==> config.mk <==
export PLATFORM = sky130hd
export DESIGN_NAME = regfile_dump_reader
export DESIGN_NICKNAME = d
export VERILOG_FILES = /design/src/rtl/regfile_dump_reader.sv
export SDC_FILE = /design/constraint.sdc
export NUM_CORES = 1
export LEC_CHECK = 0
export CAP_MARGIN = 10
export CELL_PAD_IN_SITES_DETAIL_PLACEMENT = 0
export CELL_PAD_IN_SITES_GLOBAL_PLACEMENT = 1
export CORE_ASPECT_RATIO = 0.5
export CORE_UTILIZATION = 32
export DETAILED_ROUTE_END_ITERATION = 16
export HOLD_SLACK_MARGIN = 0.15
export PLACE_DENSITY_LB_ADDON = 0.12
export SLEW_MARGIN = 0
export SYNTH_ARGS = -nofsm -noshare
export SYNTH_HDL_FRONTEND = slang
export SYNTH_SLANG_ARGS = --single-unit
==> constraint.sdc <==
create_clock -name clk_i -period 4.1 [get_ports clk_i]
set_input_delay 0.615 -clock clk_i [delete_from_list [all_inputs] [get_ports clk_i]]
set_output_delay 0.615 -clock clk_i [all_outputs]
set_load 0.03 [all_outputs]
==> src/rtl/regfile_dump_reader.sv <==
// Streams a contiguous, inclusive range of register-file entries out over a
// valid/ready beat interface, one register per beat.
module regfile_dump_reader #(
    parameter int unsigned DATA_WIDTH = 64,
    parameter int unsigned ADDR_WIDTH = 5,
    parameter int unsigned REG_DEPTH  = 32
) (
    input  logic                  clk_i,
    input  logic                  arst_ni,
    input  logic                  start_i,
    input  logic                  abort_i,
    input  logic [ADDR_WIDTH-1:0] first_i,
    input  logic [ADDR_WIDTH-1:0] last_i,
    output logic [ADDR_WIDTH-1:0] rf_addr_o,
    input  logic [DATA_WIDTH-1:0] rf_data_i,
    output logic                  dump_valid_o,
    input  logic                  dump_ready_i,
    output logic [DATA_WIDTH-1:0] dump_data_o,
    output logic [ADDR_WIDTH-1:0] dump_addr_o,
    output logic                  dump_last_o,
    output logic                  busy_o,
    output logic                  done_o
);

    localparam logic [ADDR_WIDTH-1:0] TOP_IDX = ADDR_WIDTH'(REG_DEPTH - 1);

    typedef enum logic [1:0] {
        IDLE = 2'd0,
        RUN  = 2'd1,
        DONE = 2'd2
    } state_t;

    state_t                state;
    logic [ADDR_WIDTH-1:0] cnt;
    logic [ADDR_WIDTH-1:0] last_q;
    logic                  issued_all;
    logic                  load_en;
    logic                  at_end;
    logic                  hs_last;

    // The read port always points at the next index to be loaded.
    assign rf_addr_o = cnt;

    assign load_en = (state == RUN) && !issued_all && (!dump_valid_o || dump_ready_i);
    assign at_end  = (cnt == last_q) || (cnt == TOP_IDX);
    assign hs_last = dump_valid_o && dump_ready_i && dump_last_o;

    always_ff @(posedge clk_i or negedge arst_ni) begin
        if (!arst_ni) begin
            state        <= IDLE;
            cnt          <= '0;
            last_q       <= '0;
            issued_all   <= 1'b0;
            dump_valid_o <= 1'b0;
            dump_data_o  <= '0;
            dump_addr_o  <= '0;
            dump_last_o  <= 1'b0;
            busy_o       <= 1'b0;
            done_o       <= 1'b0;
        end else begin
            done_o <= 1'b0;
            case (state)
                IDLE: begin
                    if (start_i) begin
                        last_q     <= last_i;
                        cnt        <= first_i;
                        issued_all <= 1'b0;
                        busy_o     <= 1'b1;
                        // An empty range still produces a completion pulse.
                        if (first_i > last_i) begin
                            state  <= DONE;
                            done_o <= 1'b1;
                        end else begin
                            state <= RUN;
                        end
                    end
                end
                RUN: begin
                    if (abort_i) begin
                        state        <= IDLE;
                        busy_o       <= 1'b0;
                        dump_valid_o <= 1'b0;
                        issued_all   <= 1'b0;
                    end else begin
                        if (load_en) begin
                            dump_data_o  <= rf_data_i;
                            dump_addr_o  <= cnt;
                            dump_last_o  <= at_end;
                            dump_valid_o <= 1'b1;
                            // Counter parks on the final index instead of wrapping.
                            if (at_end) begin
                                issued_all <= 1'b1;
                            end else begin
                                cnt <= cnt + ADDR_WIDTH'(1);
                            end
                        end else if (dump_valid_o && dump_ready_i) begin
                            dump_valid_o <= 1'b0;
                        end
                        if (hs_last) begin
                            state  <= DONE;
                            done_o <= 1'b1;
                        end
                    end
                end
                DONE: begin
                    state      <= IDLE;
                    busy_o     <= 1'b0;
                    issued_all <= 1'b0;
                end
                default: begin
                    state  <= IDLE;
                    busy_o <= 1'b0;
                end
            endcase
        end
    end

endmodule

==> results by group <==
Routing
  • DR WL/cell: 13.6 um
  • Final WL: 9.50 mm
  • Via density: 4.39
  • Remaining antenna violation count after routing: 0
  • Via Count: 3054
  • DR pass1 iterations: 4
  • Starting DRT DRC Count: 130
  • Remaining DRCs: 0

Global route
  • Number of global-route vias before repair: 2998
  • Largest net degree at the start of global routing: 69
  • Gr ovfl total: 0
  • Initial antenna violation count: 0
  • First-pass GRT wire length: 15.4 mm
  • GRT Resource Usage Total: 17.1%

Synthesis
  • Syn Inst Count: 398
  • Net count after synthesis: 484
  • Synth cell types: 33
  • Synth Warn #: 0
  • Async S/R FF share, synth: 100%
  • Post-synthesis sequential area ratio: 60.2%
  • Number of synthesized flops with an enable pin: 0
  • Main synth FF type: dfrtp_1
  • Netlist Area Pre-Place: 3580 um2
  • #FFs+latches synth: 86
  • Avg Cell Area, Syn: 8.98 um2

Floorplan
  • I/O Pins: 157
  • Initial core utilization: 33.9%
  • Die height: 76.8 um
  • Die width: 151 um
  • Core area: 10500 um2
  • Die area: 11600 um2
  • # rows: 26

Timing
  • Count of final setup violators: 0
  • Hold_ws: 0.386 ns
  • Slew @ Worst Pin: 0.837 ns
  • Fin crit share: 56.1%
  • Final setup margin: 1.80 ns
  • Skew final: 0.00738 ns
  • Slew Limit Fails: 0
  • RSZ-0062 raised after global routing: no
  • Relative slew margins: 44.2%
  • Peak Freq: 0.435 GHz
  • Final Critical Period: 2.30 ns
  • Fin. Hold Viols: 0
  • Setup TNS: 0 ns

Critical path
  • Setup CP Type: in -> reg
  • Worst R2R End: rf_addr_o[0]
  • R2r worst-path depth: 5
  • Critical path peak fanout: 8
  • CP required: 4.30 ns
  • CP max stage cell: or4_4
  • Worst Setup SP: abort_i
  • CP startpoint kind: input pin
  • CP cell instances: clkdlybuf4s50_1 > or4_4 > a211o_1 > a311oi_1 > nor3_1
  • CP arrival: 2.50 ns
  • R2r setup slk: 2.09 ns
  • Reg2reg start: state[1]
  • CP peak stage delay: 0.66 ns
  • Critical Path End Type: flip-flop
  • CP endpoint: rf_addr_o[0]

Placed design
  • RD Place Congestion: 0.769
  • IO Port Bufs: 156
  • Final HPWL DP: 6.45 mm
  • DP Worst Slack: 1.47 ns

Layout
  • Layout cells sized above 1: 4.32%
  • ANT cells: 0
  • Layout area overhead: 56.9%
  • Fin util: 53.2%
  • Nets: 637

Clock network
  • Clock transition at path regs: 0.06 ns
  • Clk root buf: clkbuf_16
  • Number of H-tree levels: 3
  • TritonCTS Buffers: 9
  • Skew-Pair Late Insertion Delay: 0.33 ns
  • Hold_buf cts: 0
  • Max clock buf depth: 2
  • Post-CTS Setup Bufs: 0
  • Post_cts resized: 0
  • Clk sink count: 86
  • CTS tree: built

Pwr
  • Leak: 0.00270 uW
  • Maximum VDD drop: 0.000427 V
  • PwrDens: 813 nW/um2
  • Tot Pwr: 4560 uW

Min path
  • HP Class: in -> async

Job
  • Max-cap viol count: 0

Outcome
  • Status: finished clean
placed cells by master (no fill, tap or decap), types with 2 or more instances in the layout:
cell type	instances
inv_1	6
nand2_1	217
o32ai_1	2
nor3_1	3
buf_4	5
xor2_1	5
nor2b_1	4
mux2i_1	2
bufinv_16	3
clkbuf_16	9
nor2_1	11
clkdlybuf4s50_1	155
o2bb2ai_1	2
o22ai_1	2
a21oi_1	3
clkinvlp_4	2
ha_1	7
nand3_1	3
o21ai_0	10
and3_1	2
dfrtp_1	86
sequential cells by signal (all words and copies together) (netlist names):
name and flops:
dump_data_o 64, dump_valid_o 1, dump_addr_o 5, last_q 5, dump_last_o 1, issued_all 1
busy_o 1, rf_addr_o 5, done_o 1, state 2
synthesized netlist by cell type, types with 2 or more instances:
library cell | n | share of area (%)
a21oi_1 | 3 | 0.42
o2bb2ai_1 | 2 | 0.49
o22ai_1 | 2 | 0.35
nor2b_1 | 4 | 0.70
xor2_1 | 5 | 1.2
clkbuf_1 | 17 | 1.8
o32ai_1 | 2 | 0.49
and3_1 | 2 | 0.35
inv_1 | 6 | 0.63
dfrtp_1 | 86 | 60
nand2_1 | 217 | 23
nor2_1 | 11 | 1.2
o21ai_0 | 10 | 1.4
ha_1 | 7 | 2.4
nor3_1 | 3 | 0.42
nand3_1 | 3 | 0.42
mux2i_1 | 2 | 0.56
worst min-delay path by stage:
stage | from | endpoint | cells past startpoint
floorplan | arst_ni | busy_o | 0
global placement | dump_data_o[32] | dump_data_o[32] | 2
detailed placement | dump_data_o[35] | dump_data_o[35] | 2
CTS | arst_ni | last_q[2] | 1
global route | arst_ni | last_q[4] | 1
finish | arst_ni | last_q[2] | 1
layer usage:
layer | GRT usage (%) | share of wire [%] | vias up
li1 | - | - | 1552
met1 | 23.2 | 48 | 1401
met2 | 27.0 | 44 | 96
met3 | 4.82 | 7.2 | 5
met4 | 3.66 | 0.43 | 0
met5 | 0 | 0 | -
worst max-delay path: cells and delay by family:
kind | cells | cell delay [ns]
AND/OR/NAND/NOR | 2 | 0.75
buffers and inverters | 1 | 0.57
AO/OA/AOI/OAI | 2 | 0.55
cell type report:
cell class	instances	area, um2
timing repair buffer	160	1590
clock buffer	10	229
sequential	86	2150
clock inverter	6	110
multi-input combinational	288	1330
fill	994	4930
tap	140	175
inverter	6	22.5
where the power goes:
part | total, uW | switching, uW | internal (uW) | leakage (uW)
Combinational | 2170 | 1290 | 884 | 0.00147
Sequential | 1470 | 245 | 1230 | 0.00107
Clock | 921 | 326 | 594 | 0.000159
Total | 4560 | 1860 | 2710 | 0.00270
logic make-up (layout without fill, tap and decap cells):
logic type,Yosys count,count (layout),share of synthesized area [%]
flops,86,86,60.2
simple gates,247,247,27.5
compound gates,27,27,5.35
mux,2,2,0.560
fa+ha+maj,7,7,2.45
buf+inv,24,182,2.73
xor+xnor,5,5,1.22
through the flow:
step / instance area [um2] / cells
after detailed placement: 5270 / 680
after global routing: 5610 / 696
final: 5610 / 696
after floorplan: 3580 / 398
after CTS: 5610 / 696
after global placement: 5270 / 680
No activity file was read; power rests on OpenSTA's default activity.
